[src/rtl/pipe_ctrl_pkg.sv]
// ---------------------------------------------------------------------------
// pipe_ctrl_pkg
// Shared constants for the Y86 pipeline control unit: instruction codes seen
// by the hazard logic, the "no register" id, the controller state encoding and
// a small helper that recognises instructions that read data memory.
// ---------------------------------------------------------------------------
package pipe_ctrl_pkg;

  localparam int BYTE_W = 8;

  // Instruction codes (upper nibble of the Y86 opcode byte, zero-extended)
  localparam logic [BYTE_W-1:0] I_HALT   = 8'h0;
  localparam logic [BYTE_W-1:0] I_NOP    = 8'h1;
  localparam logic [BYTE_W-1:0] I_MRMOVL = 8'h5;
  localparam logic [BYTE_W-1:0] I_JXX    = 8'h7;
  localparam logic [BYTE_W-1:0] I_RET    = 8'h9;
  localparam logic [BYTE_W-1:0] I_POPL   = 8'hB;

  // Register id meaning "no register used"
  localparam logic [BYTE_W-1:0] RNONE = 8'hF;

  // Controller states
  typedef enum logic [1:0] {
    ST_RUN      = 2'd0,
    ST_RET_WAIT = 2'd1,
    ST_HALTED   = 2'd2
  } state_t;

  // True for instructions whose result comes from data memory, i.e. whose
  // destination is only available after the memory stage.
  function automatic logic is_load_op(input logic [BYTE_W-1:0] icode);
    return (icode == I_MRMOVL) || (icode == I_POPL);
  endfunction

endpackage

[src/rtl/sat_cnt.sv]
// ---------------------------------------------------------------------------
// sat_cnt
// Saturating up-counter used for the pipeline performance counters. Counts
// one per cycle while inc is high and sticks at all-ones instead of wrapping.
//
// Ports:
//   clk    in   clock, rising edge
//   rst    in   asynchronous active-low reset, clears the count
//   inc    in   increment request for this cycle
//   count  out  current count value (CNT_W bits)
// ---------------------------------------------------------------------------
module sat_cnt #(
  parameter int CNT_W = 32
) (
  input  logic             clk,
  input  logic             rst,
  input  logic             inc,
  output logic [CNT_W-1:0] count
);

  localparam logic [CNT_W-1:0] ONE = {{(CNT_W-1){1'b0}}, 1'b1};

  logic [CNT_W-1:0] count_reg;
  logic [CNT_W-1:0] count_next;
  logic             at_max;

  assign at_max = &count_reg;

  always_comb begin
    count_next = count_reg;
    if (inc && !at_max) begin
      count_next = count_reg + ONE;
    end
  end

  always_ff @(posedge clk or negedge rst) begin
    if (!rst) begin
      count_reg <= '0;
    end else begin
      count_reg <= count_next;
    end
  end

  assign count = count_reg;

endmodule

[src/rtl/pipe_ctrl.sv]
// ---------------------------------------------------------------------------
// pipe_ctrl
// Pipeline control unit for the five-stage Y86 core. Each cycle it decides
// whether the F, F/D, ID/EX, EX/MEM and MEM/WB registers load, hold or take
// a nop bubble, covering load-use hazards, jump mispredicts, the ret window,
// memory freezes and halt. Control outputs are combinational; state and the
// performance counters are registered.
//
// Ports:
//   clk        in   core clock, rising edge
//   rst        in   asynchronous active-low reset
//   d_icode    in   icode in decode
//   d_srcA/B   in   decode source registers (RNONE = none)
//   e_icode    in   icode in execute
//   e_dstM     in   execute memory-destination register
//   e_cnd      in   jump condition evaluated in execute
//   m_busy     in   memory access not finished this cycle
//   w_icode    in   icode in writeback
//   f_stall, d_stall, e_stall, m_stall   out  hold the stage register
//   d_bubble, e_bubble, w_bubble         out  load a nop into the register
//   halted     out  core stopped
//   stall_cnt  out  cycles with fetch stalled (excluding HALTED), saturating
//   bubble_cnt out  cycles with a D or E bubble, saturating
// ---------------------------------------------------------------------------
module pipe_ctrl
  import pipe_ctrl_pkg::*;
#(
  parameter int CNT_W = 32
) (
  input  logic              clk,
  input  logic              rst,
  input  logic [BYTE_W-1:0] d_icode,
  input  logic [BYTE_W-1:0] d_srcA,
  input  logic [BYTE_W-1:0] d_srcB,
  input  logic [BYTE_W-1:0] e_icode,
  input  logic [BYTE_W-1:0] e_dstM,
  input  logic              e_cnd,
  input  logic              m_busy,
  input  logic [BYTE_W-1:0] w_icode,
  output logic              f_stall,
  output logic              d_stall,
  output logic              e_stall,
  output logic              m_stall,
  output logic              d_bubble,
  output logic              e_bubble,
  output logic              w_bubble,
  output logic              halted,
  output logic [CNT_W-1:0]  stall_cnt,
  output logic [CNT_W-1:0]  bubble_cnt
);

  state_t     state_reg, state_next;
  logic [1:0] rcnt_reg, rcnt_next;

  logic mispredict;
  logic load_use;
  logic stall_inc;
  logic bubble_inc;

  // Jumps are predicted taken, so a not-taken jump in execute means the two
  // younger instructions in F/D and ID/EX are on the wrong path.
  assign mispredict = (e_icode == I_JXX) && !e_cnd;

  // RNONE on both sides must not count as a dependency.
  assign load_use = is_load_op(e_icode) && (e_dstM != RNONE) &&
                    ((e_dstM == d_srcA) || (e_dstM == d_srcB));

  always_ff @(posedge clk or negedge rst) begin
    if (!rst) begin
      state_reg <= ST_RUN;
      rcnt_reg  <= 2'd0;
    end else begin
      state_reg <= state_next;
      rcnt_reg  <= rcnt_next;
    end
  end

  always_comb begin
    state_next = state_reg;
    rcnt_next  = rcnt_reg;
    f_stall    = 1'b0;
    d_stall    = 1'b0;
    e_stall    = 1'b0;
    m_stall    = 1'b0;
    d_bubble   = 1'b0;
    e_bubble   = 1'b0;
    w_bubble   = 1'b0;

    if (state_reg == ST_HALTED) begin
      // Whole pipe frozen; only reset leaves this state.
      f_stall  = 1'b1;
      d_stall  = 1'b1;
      e_stall  = 1'b1;
      m_stall  = 1'b1;
      w_bubble = 1'b1;
    end else if (m_busy) begin
      // Memory freeze: everything upstream holds, writeback sees a nop, and
      // the ret window does not advance (also defers a pending halt).
      f_stall  = 1'b1;
      d_stall  = 1'b1;
      e_stall  = 1'b1;
      m_stall  = 1'b1;
      w_bubble = 1'b1;
    end else begin
      if (mispredict) begin
        // The ret being squashed was on the wrong path, so drop its window.
        d_bubble   = 1'b1;
        e_bubble   = 1'b1;
        state_next = ST_RUN;
        rcnt_next  = 2'd0;
      end else if (load_use) begin
        // Hold the consumer in decode one cycle; state is left untouched.
        f_stall  = 1'b1;
        d_stall  = 1'b1;
        e_bubble = 1'b1;
      end else if (state_reg == ST_RET_WAIT) begin
        f_stall  = 1'b1;
        d_bubble = 1'b1;
        if (rcnt_reg == 2'd1) begin
          state_next = ST_RUN;
          rcnt_next  = 2'd0;
        end else begin
          rcnt_next = rcnt_reg - 2'd1;
        end
      end else if (d_icode == I_RET) begin
        // Return address is unknown until ret reaches writeback: detect
        // cycle plus two more bubble cycles.
        f_stall    = 1'b1;
        d_bubble   = 1'b1;
        state_next = ST_RET_WAIT;
        rcnt_next  = 2'd2;
      end

      // Halt in writeback overrides any next-state choice above.
      if (w_icode == I_HALT) begin
        state_next = ST_HALTED;
      end
    end
  end

  assign halted = (state_reg == ST_HALTED);

  assign stall_inc  = f_stall && (state_reg != ST_HALTED);
  assign bubble_inc = d_bubble || e_bubble;

  sat_cnt #(
    .CNT_W(CNT_W)
  ) u_stall_cnt (
    .clk  (clk),
    .rst  (rst),
    .inc  (stall_inc),
    .count(stall_cnt)
  );

  sat_cnt #(
    .CNT_W(CNT_W)
  ) u_bubble_cnt (
    .clk  (clk),
    .rst  (rst),
    .inc  (bubble_inc),
    .count(bubble_cnt)
  );

endmodule

[config.mk]
export PLATFORM = sky130hd
export DESIGN_NAME = pipe_ctrl
export DESIGN_NICKNAME = d
export VERILOG_FILES = /design/src/rtl/pipe_ctrl_pkg.sv /design/src/rtl/sat_cnt.sv /design/src/rtl/pipe_ctrl.sv
export SDC_FILE = /design/constraint.sdc
export NUM_CORES = 1
export LEC_CHECK = 0
export ABC_AREA = 1
export CORE_ASPECT_RATIO = 1.2
export CORE_MARGIN = 3
export CORE_UTILIZATION = 46
export CTS_CLUSTER_SIZE = 16
export DETAILED_ROUTE_END_ITERATION = 8
export PLACE_DENSITY = 0.87
export SLEW_MARGIN = 10
export SYNTH_ARGS = -nofsm -noshare
export SYNTH_HDL_FRONTEND = slang
export SYNTH_HIERARCHICAL = 1
export SYNTH_SLANG_ARGS = --single-unit
[constraint.sdc]
create_clock -name clk -period 2 [get_ports clk]
set_input_delay 0.5 -clock clk [delete_from_list [all_inputs] [get_ports clk]]
set_output_delay 0.5 -clock clk [all_outputs]
set_load 0.005 [all_outputs]
==> flow_summary.json, run 1 <==
{
  "io_pins": 124,
  "seq_area_um2": 1700,
  "antenna_found_initial": 1,
  "max_cap_viol_count": 0,
  "synthDistinctLibCells": 28,
  "finalHoldViolations": 0,
  "drive_gt1_share_pct": 20.8,
  "dr.pass1.iters": 5,
  "clock_sinks": 68,
  "postSynthAreaPerCell_um2": 6.06,
  "cp-end-kind": "flop",
  "outcome": "finished, violations left",
  "p_total_mw": 4.81,
  "critPathTopFamily": "simple AND/OR/NAND/NOR gates",
  "finalSetupViolCount": 39,
  "grt_overflow": 0,
  "ir_drop_uv": 437,
  "antenna_left": 0,
  "finalWorstSetupSlack_ns": -0.134,
  "fin_nets": 1074,
  "fin_crit_ns": 2.13,
  "routed_via_density": 5.21,
  "grt_max_degree": 69,
  "r2r_start": "state_reg[1]$_DFFE_PN0P_",
  "seq_area_frac_synth_pct": 33.3,
  "wl_um": 16300,
  "crit_top_cell": "nand2_1",
  "synth_ff_type": "dfrtp_1",
  "fp.dieW_um": 102,
  "initial_core_util_pct": 47.9,
  "slew_violations": 0,
  "yosys.area.top_type": "dfrtp_1",
  "tns_ns": -2.17,
  "synth_area_leaders": "dfrtp_1 33%, nand2_1 31%, nor2_1 9.3%",
  "critPathMaxFanout": 4,
  "first_global_vias": 5574,
  "synth_most_common_cell": "nand2_1",
  "dpl_worst_slack_ns": -0.855,
  "clk_pin_slew_worst_paths_ns": 0.06,
  "numCtsBuffers": 9,
  "startpoint_type": "input pin",
  "remaining_drc_errors": 0,
  "cts_tree": "done",
  "worstPathArrival_ns": 2.35,
  "clock_latency_ns": 0.33,
  "cp_slowest_cell": "nand4_1",
  "num_rows": 41,
  "synthCells": 843,
  "clockBufferDepth": 2,
  "coreArea_um2": 10700,
  "whs_ns": 0.195,
  "cp.required_ns": 2.22,
  "hpwl_um": 11000,
  "violations": "negative setup slack",
  "max-slew-margin-rel_pct": 75.3,
  "fin_crit_sh_pct": 107,
  "yosysTopAreaCellShare_pct": 33.3,
  "ys_top_cells_by_count": "419 x nand2_1, 127 x nor2_1, 73 x inv_1, 68 x dfrtp_1, 37 x nand3_1",
  "crit_buf_inv": 3,
  "routabilityCongestion": 0.932,
  "syn_area_um2": 5110,
  "crit_start": "e_dstM[4]",
  "crit_chain": "buf_8 -> inv_4 -> nand2_1 -> nand2_1 -> nand2_1 -> nor2_1 -> nand2_1 -> nand2_4 -> buf_6 -> nand2_4 -> nand2_4 -> nand2_4 -> nand2_4 -> nand2_2 -> nor2_4 -> nand4_1 -> nor2_1 -> nand2_1 -> nand2_1 -> nand2_1",
  "critPathKind": "input pin to flop",
  "syn-num-nets": 898,
  "multiInputGateArea_um2": 3370,
  "clockRootBuffer": "clkbuf_16",
  "routedWlPerCell_um": 14.2,
  "area_delta_synth_final_pct": 47.1,
  "drtIter0Drc": 406,
  "final_util_pct": 70.5,
  "min_path_type": "input pin to asynchronous set/reset pin",
  "async_reset_ff_share_pct": 100,
  "portBuffers": 123,
  "worst_pin_slew_ns": 0.369,
  "fmax_mhz": 469,
  "slowest_delay_ns": 0.22,
  "die_y_um": 121,
  "synth_warnings": 6,
  "rsz0062_at_grt": "true",
  "synth_edf_count": 0,
  "die-area_um2": 12400,
  "leakage_nw": 3.65,
  "vias": 6012,
  "fillers": 844,
  "yosys_register_bits": 68,
  "grt.total_usage_pct": 25.1,
  "postCtsHoldBufs": 0,
  "power_density_nw_per_um2": 639,
  "cts_htree_levels": 3,
  "grt_pass1_wl_um": 25000,
  "skew_ns": 0.0109
}
[final timing paths]
kind                                                 endpoint  slack, ns  depth (start not counted)
min in group clk                      rcnt_reg[1]$_DFFE_PN0P_       0.52                          2
setup / recovery           u_bubble_cnt/count[18]$_DFFE_PN0P_      -0.13                         20
setup reg to reg           u_bubble_cnt/count[18]$_DFFE_PN0P_      -0.03                         14
max in group asynchronous   u_bubble_cnt/count[7]$_DFFE_PN0P_       1.51                          2
hold / removal              u_stall_cnt/count[19]$_DFFE_PN0P_       0.19                          2
hold reg to reg                       rcnt_reg[1]$_DFFE_PN0P_       0.52                          2
[kinds of logic after synthesis]
| family | after synthesis | synth area share, % |
|---|---|---|
| DFF | 68 | 33.3 |
| xor gates and xnor gates | 32 | 5.48 |
| AOI/OAI and AO/OA | 7 | 0.930 |
| and+or+nand+nor | 635 | 51.5 |
| buffers and inverters | 98 | 8.08 |
| adders and majority gates | 3 | 0.734 |
[metrics by stage]
stage | instances | area (um^2)
after floorplan | 843 | 5180
after global placement | 1108 | 6700
after detailed placement | 1108 | 6700
after CTS | 1142 | 7150
after global routing | 1154 | 7520
final | 1154 | 7520
[layout make-up]
class | instances | area share, %
antenna | 1 | 0.0333
clock buffer | 11 | 3.09
clock inverter | 5 | 0.383
inverter | 86 | 4.42
multi-input combinational | 677 | 44.8
sequential | 68 | 22.6
tap | 129 | 2.15
timing repair buffer | 177 | 22.5
[per-layer routing]
metal / part of all wire [%] / vias to the layer above / global-route usage, %
li1: - / 2907 / -
met2: 53 / 235 / 45.3
met3: 5.4 / 59 / 3.80
met4: 3.6 / 0 / 10.4
met5: 0 / - / 0
met1: 38 / 2811 / 28.9
[placed cells by master, fill, tap and decap left out, drive strengths merged]
cell           count
clkdlybuf4s15      4
nand3             40
clkinv             9
a31oi              1
o21ai              3
dlymetal6s2s       1
diode              1
dlygate4sd2        8
a21oi              3
ha                 3
buf               89
nand4             12
nor2             136
clkbuf            14
nand3b            12
xor2              12
clkdlybuf4s50     72
and2               2
nor3               5
xnor2             20
inv               82
dfrtp             68
nand2            428
[power breakdown]
part | leakage [nW] | switching, mW | total [mW] | internal [mW]
Combinational | 2.58 | 0.859 | 1.73 | 0.869
Clock | 0.133 | 0.583 | 1.42 | 0.833
Sequential | 0.933 | 0.167 | 1.67 | 1.50
[repair_timing]
item / in CTS / in global routing
setup endpoints to repair: 72 / 69
pin swaps: 70 / 41
cloned: 0 / 2
endpoints found under the hold margin: 0 / 0
setup buffers: 18 / 10
gates resized for setup: 218 / 74
Power figures use the tool's default switching activity.
==> inputs of run 2 (changes only) <==
--- a/config.mk
+++ b/config.mk
@@ -8,10 +8,10 @@
 export ABC_AREA = 1
 export CORE_ASPECT_RATIO = 1.2
 export CORE_MARGIN = 3
-export CORE_UTILIZATION = 46
+export CORE_UTILIZATION = 50
 export CTS_CLUSTER_SIZE = 16
 export DETAILED_ROUTE_END_ITERATION = 8
-export PLACE_DENSITY = 0.87
+export PLACE_DENSITY = 0.9
 export SLEW_MARGIN = 10
 export SYNTH_ARGS = -nofsm -noshare
 export SYNTH_HDL_FRONTEND = slang
==> constraint.sdc (replaced) <==
create_clock -name clk -period 2.2 [get_ports clk]
set_input_delay 0.55 -clock clk [delete_from_list [all_inputs] [get_ports clk]]
set_output_delay 0.55 -clock clk [all_outputs]
set_load 0.005 [all_outputs]
==> flow_summary.json, run 2 (same netlist as run 1, synthesis figures left out) <==
{
  "gr-usage-met1_pct": 31.4,
  "routabilityCongestion": 0.982,
  "cp.required_ns": 1.65,
  "numCtsBuffers": 9,
  "routed_via_density": 5.30,
  "worstPathArrival_ns": 1.73,
  "finalWorstSetupSlack_ns": -0.0790,
  "portBuffers": 123,
  "fp.dieW_um": 98.3,
  "cp-end-kind": "primary output",
  "final_common_cell": "nand2_1",
  "dp_cells": 1099,
  "max-slew-margin-rel_pct": 74.4,
  "rrSetupSlack_ns": 0.09,
  "grt_max_degree": 69,
  "startpoint_type": "input pin",
  "hpwl_um": 11000,
  "grt_overflow": 0,
  "critPathKind": "input pin to primary output",
  "crit_buf_inv": 5,
  "crit_top_cell": "buf_4",
  "critPathTopFamily": "buffers and inverters",
  "worst_pin_slew_ns": 0.385,
  "drive_gt1_share_pct": 21.2,
  "vias": 6090,
  "die_y_um": 117,
  "grt.total_usage_pct": 27.8,
  "tns_ns": -0.241,
  "grtUsageMet3_pct": 4.09,
  "clock_sinks": 68,
  "finalSetupViolCount": 7,
  "busiest_layer": "met2",
  "routedWlPerCell_um": 14.9,
  "drtIter0Drc": 410,
  "diodes": 0,
  "max_cap_viol_count": 0,
  "cts_htree_levels": 3,
  "slew_violations": 0,
  "cts_tree": "done",
  "clockBufferDepth": 2,
  "antenna_found_initial": 0,
  "area_delta_synth_final_pct": 45.3,
  "fin_crit_sh_pct": 104,
  "coreArea_um2": 9760,
  "outcome": "finished, violations left",
  "ir_drop_uv": 389,
  "instances_no_fill": 1150,
  "whs_ns": 0.222,
  "dpl_worst_slack_ns": -0.769,
  "clk_pin_slew_worst_paths_ns": 0.06,
  "dr.pass1.iters": 5,
  "violations": "negative setup slack",
  "skew_ns": 0.00514,
  "crit_chain": "buf_8 -> buf_4 -> nand4_1 -> o21ai_4 -> nor2_4 -> nand2_4 -> buf_6 -> buf_4 -> nand3_2 -> buf_2",
  "wl_um": 17100,
  "mostFrequentLayoutCells": "396 x nand2_1, 106 x nor2_1, 74 x clkdlybuf4s50_1, 68 x dfrtp_1, 60 x inv_1",
  "leakage_nw": 3.55,
  "clockRootBuffer": "clkbuf_16",
  "first_global_vias": 5514,
  "initial_core_util_pct": 52.4,
  "min_path_type": "input pin to asynchronous set/reset pin",
  "rsz0062_at_grt": "true",
  "grt_pass1_wl_um": 25800,
  "clock_latency_ns": 0.34,
  "use_met2_pct": 52.3,
  "power_density_nw_per_um2": 587,
  "fin_nets": 1077,
  "finalHoldViolations": 0,
  "io_pins": 124,
  "antenna_left": 0,
  "fin_crit_ns": 2.28,
  "slowest_delay_ns": 0.24,
  "cp_slowest_cell": "o21ai_4",
  "die-area_um2": 11500,
  "critPathMaxFanout": 4,
  "fmax_mhz": 439,
  "num_rows": 39,
  "remaining_drc_errors": 0
}
## run 2: changes by cell type in the layout (fill, tap and decap cells not counted), sizes merged
cell           change
clkbuf             -1
clkdlybuf4s15      -4
diode              -1
bufinv             +1
dlymetal6s2s       -1
buf                +4
clkinv             -2
clkinvlp           +1
dlygate4sd2        +3
clkdlybuf4s50      +2
## run 2: cell type report
cell class / instances / area (um^2)
fill: 697 / 2330
clock inverter: 5 / 52.6
sequential: 68 / 1700
timing repair buffer: 180 / 1590
clock buffer: 11 / 233
tap: 123 / 154
multi-input combinational: 677 / 3360
inverter: 86 / 333
## run 2: worst register-to-register path, stage by stage (launching register included)
cell	delay (ns)
dfrtp_1	0.38
inv_1	0.09
nand2_1	0.15
nor2_1	0.29
a21oi_4	0.08
buf_6	0.13
a31oi_4	0.16
nand2_2	0.09
nor2_4	0.12
nand4_1	0.17
nor2_1	0.18
nand2_1	0.07
nand2_1	0.06
nand2_1	0.05
## run 2: metal layers
layer / vias up / routed length [um]
met4: 0 / 624
met2: 281 / 8950
met3: 65 / 1020
li1: 2916 / -
met5: - / 0
met1: 2828 / 6530
## run 2: worst paths after layout
check,to,start,depth (start not counted)
worst max-delay path,f_stall,e_dstM[0],10
worst min-delay path,u_stall_cnt/count[17]$_DFFE_PN0P_,rst,2
worst max register to register,u_stall_cnt/count[26]$_DFFE_PN0P_,state_reg[1]$_DFFE_PN0P_,13
worst min register to register,state_reg[1]$_DFFE_PN0P_,state_reg[1]$_DFFE_PN0P_,2
max in group asynchronous,u_bubble_cnt/count[12]$_DFFE_PN0P_,rst,2
min in group clk,state_reg[1]$_DFFE_PN0P_,state_reg[1]$_DFFE_PN0P_,2
## run 2: power by group
| part | total [mW] | internal, mW | switching (mW) |
|---|---|---|---|
| Combinational | 1.39 | 0.642 | 0.748 |
| Clock | 1.44 | 0.873 | 0.563 |
| Sequential | 1.53 | 1.36 | 0.170 |
## run 2: what timing repair did
action,CTS,global route
resized for setup,203,85
buffers inserted,24,11
pin swaps,65,63
endpoints found under the setup margin,71,59
hold buffers,0,0
## run 2: stage by stage
stage	instance area [um^2]	util, %	total power, mW
2_1_floorplan	5120	-	2.16
3_3_place_gp	6610	67.7	2.67
3_5_place_dp	6610	67.7	2.70
4_1_cts	7090	72.6	4.19
5_1_grt	7430	76.1	4.56
6_report	7430	76.1	4.36
==> inputs of run 3 (changes only) <==
--- a/config.mk
+++ b/config.mk
@@ -9,7 +9,7 @@
 export CORE_ASPECT_RATIO = 1.2
 export CORE_MARGIN = 3
 export CORE_UTILIZATION = 50
-export CTS_CLUSTER_SIZE = 16
+export CTS_CLUSTER_SIZE = 30
 export DETAILED_ROUTE_END_ITERATION = 8
 export PLACE_DENSITY = 0.9
 export SLEW_MARGIN = 10
==> results of run 3 <==
No change in the layout: final DEF, timing and power equal those of run 2.
==> variant: new RTL, settings of run 1 <==
`BYTE_W`: 8 -> 7.
--- a/src/rtl/pipe_ctrl_pkg.sv
+++ b/src/rtl/pipe_ctrl_pkg.sv
@@ -7,5 +7,5 @@
 package pipe_ctrl_pkg;
 
-  localparam int BYTE_W = 8;
+  localparam int BYTE_W = 7;
 
   // Instruction codes (upper nibble of the Y86 opcode byte, zero-extended)
Ports: changed (6 resized); port bits go from 124 to 118. No check against the original RTL was run, so the function may have changed too.
==> variant against run 1 <==
  * The run still ends with setup timing left
  * Critical endpoint unchanged
  * Wire length down 11%
  * Sequential cell count is the same
  * Highest routed layer unchanged
  * Worst hold slack got worse by 0.042 ns
  * Area after synthesis down 1.9%
  * Final cell count shrank 5.5%
  * Cell area decreased by 7.5%
  * Maximum frequency is 3.8% higher
  * Total power fell by 4.9%
  * Setup slack better by 0.077 ns
==> variant: results (changes against run 1) <==
| Metric | Value |
|---|---|
| Fill count | `933 (+11%)` |
| Multi-input logic area | `3170 um^2 (-5.8%)` |
| Comb_multi_in | `651 (-3.8%)` |
| Slowest Stage Delay on Critical Path | `0.17 ns (-0.05 ns)` |
| Worst Reg-to-Reg Cells | `14 (unchanged)` |
| Final Skew | `0.00738 ns (-0.00350 ns)` |
| Met3 Usage GRT | `0.0485 (+0.0105)` |
| DP HPWL | `10,500 um (-4.7%)` |
| Sequential share of cell area | `0.245 (+0.0183)` |
| First-pass GRT wire length | `23,500 um (-6.3%)` |
| Logic inverters | `76 (-12%)` |
| DP Worst Slack | `-0.811 ns (+0.0437 ns)` |
| CP arrival | `2.28 ns (-0.07 ns)` |
| Final setup violation count | `8 (-79%)` |
| Sequential fraction of the synthesis area | `0.339 (+0.00631)` |
| IO Port Bufs | `117 (-4.9%)` |
| Final non-clock buffer share | `0.195 (-0.0305)` |
| Post-DP Area | `6490 um^2 (-3.2%)` |
| Pin count of the biggest net entering global routing | `69 (unchanged)` |
| Met1 Routed Length | `5640 um (-8.8%)` |
| Final Hold Slack | `0.153 ns (-0.0416 ns)` |
| Bufs w/o clock | `151 (-15%)` |
| Crit Path Max Fanout | `4 (unchanged)` |
| Total track usage | `0.240 (-0.0111)` |
| Clock Latency Late Sink | `0.33 ns (about the same)` |
| Syn_area_per_cell | `6.22 um^2 (+2.5%)` |
| Fin worst setup slack | `-0.0568 ns (+0.0772 ns)` |
| Crit path max-delay family | `simple AND/OR/NAND/NOR gates` |
| Failing checks | `setup timing` |
| Cells after synthesis | `807 (-4.3%)` |
| Routed length on met3 | `800 um (-10%)` |
| Net Count, Synth | `856 (-4.7%)` |
| Ant. Diodes | `0 (-1)` |
| GR Util met2 | `0.423 (-0.0302)` |
| Lkg Pwr | `0.00331 uW (-9.2%)` |
| DR vias/cell | `5.10 (-2.1%)` |
| Wire length on met2 | `7590 um (-12%)` |
| VDD IR max | `0.386 mV (-12%)` |
| Unique masters post-synth | `27 (-3.6%)` |
| RD Place Congestion | `0.938 (+0.67%)` |
| Antenna violations before repair | `0 (-1)` |
| Yosys warns | `6 (unchanged)` |
| Nets | `1,006 (-6.3%)` |
| Seq cells | `68 (unchanged)` |
| Post-Route WL | `14,500 um (-11%)` |
| Share of layout cells above drive strength 1 | `0.169 (-0.0394)` |
| Critical Path Source | `d_srcB[1]` |
| Internal reg-to-reg setup slack | `0.05 ns (+0.08 ns)` |
| Status | `finished with violations` |
| Total negative slack | `-0.251 ns (+1.92 ns)` |
| DR iter-0 viols | `313 (-23%)` |
| Main area contributors after synthesis | `dfrtp_1 34%, nand2_1 30%, nor2_1 8.6%, inv_1 4.7%, nand3_1 3.6%` |
| Via count | `5,561 (-7.5%)` |
| Synth top cells by count | `402 x nand2_1, 115 x nor2_1, 68 x dfrtp_1` |
| Slew HR | `0.728 (-0.0248)` |
| M1 GR Usage | `0.273 (-0.0162)` |
| Vias in the first global route | `5,253 (-5.8%)` |
[variant: cell count changes after synthesis, sizes merged, moves of 2 or more]
cell,run 1,this run
nand2,428,411
inv,82,72
nor2,136,126
o21ai,3,0
xor2,12,14
[variant: logic make-up (layout without fill, tap and decap cells)]
kind of cell / count (synthesis) / in the layout / synth area share
xor+xnor: 34 / 34 / 0.0594
fa+ha+maj: 3 / 3 / 0.00748
flops: 68 / 68 / 0.339
compound gates: 4 / 4 / 0.00549
simple gates: 610 / 610 / 0.514
buf+inv: 88 / 242 / 0.0748
[variant: timing repair]
action                     CTS  global route
hold endpoints to repair     0             0
setup endpoints to repair   72            67
pin swaps                   56            29
buffers inserted            10             3
resized for setup          146            51
[variant: power by group]
group / switching [uW] / internal (uW) / leakage, uW
Combinational: 758 / 662 / 0.00225
Clock: 584 / 895 / 0.000133
Sequential: 173 / 1500 / 0.000933
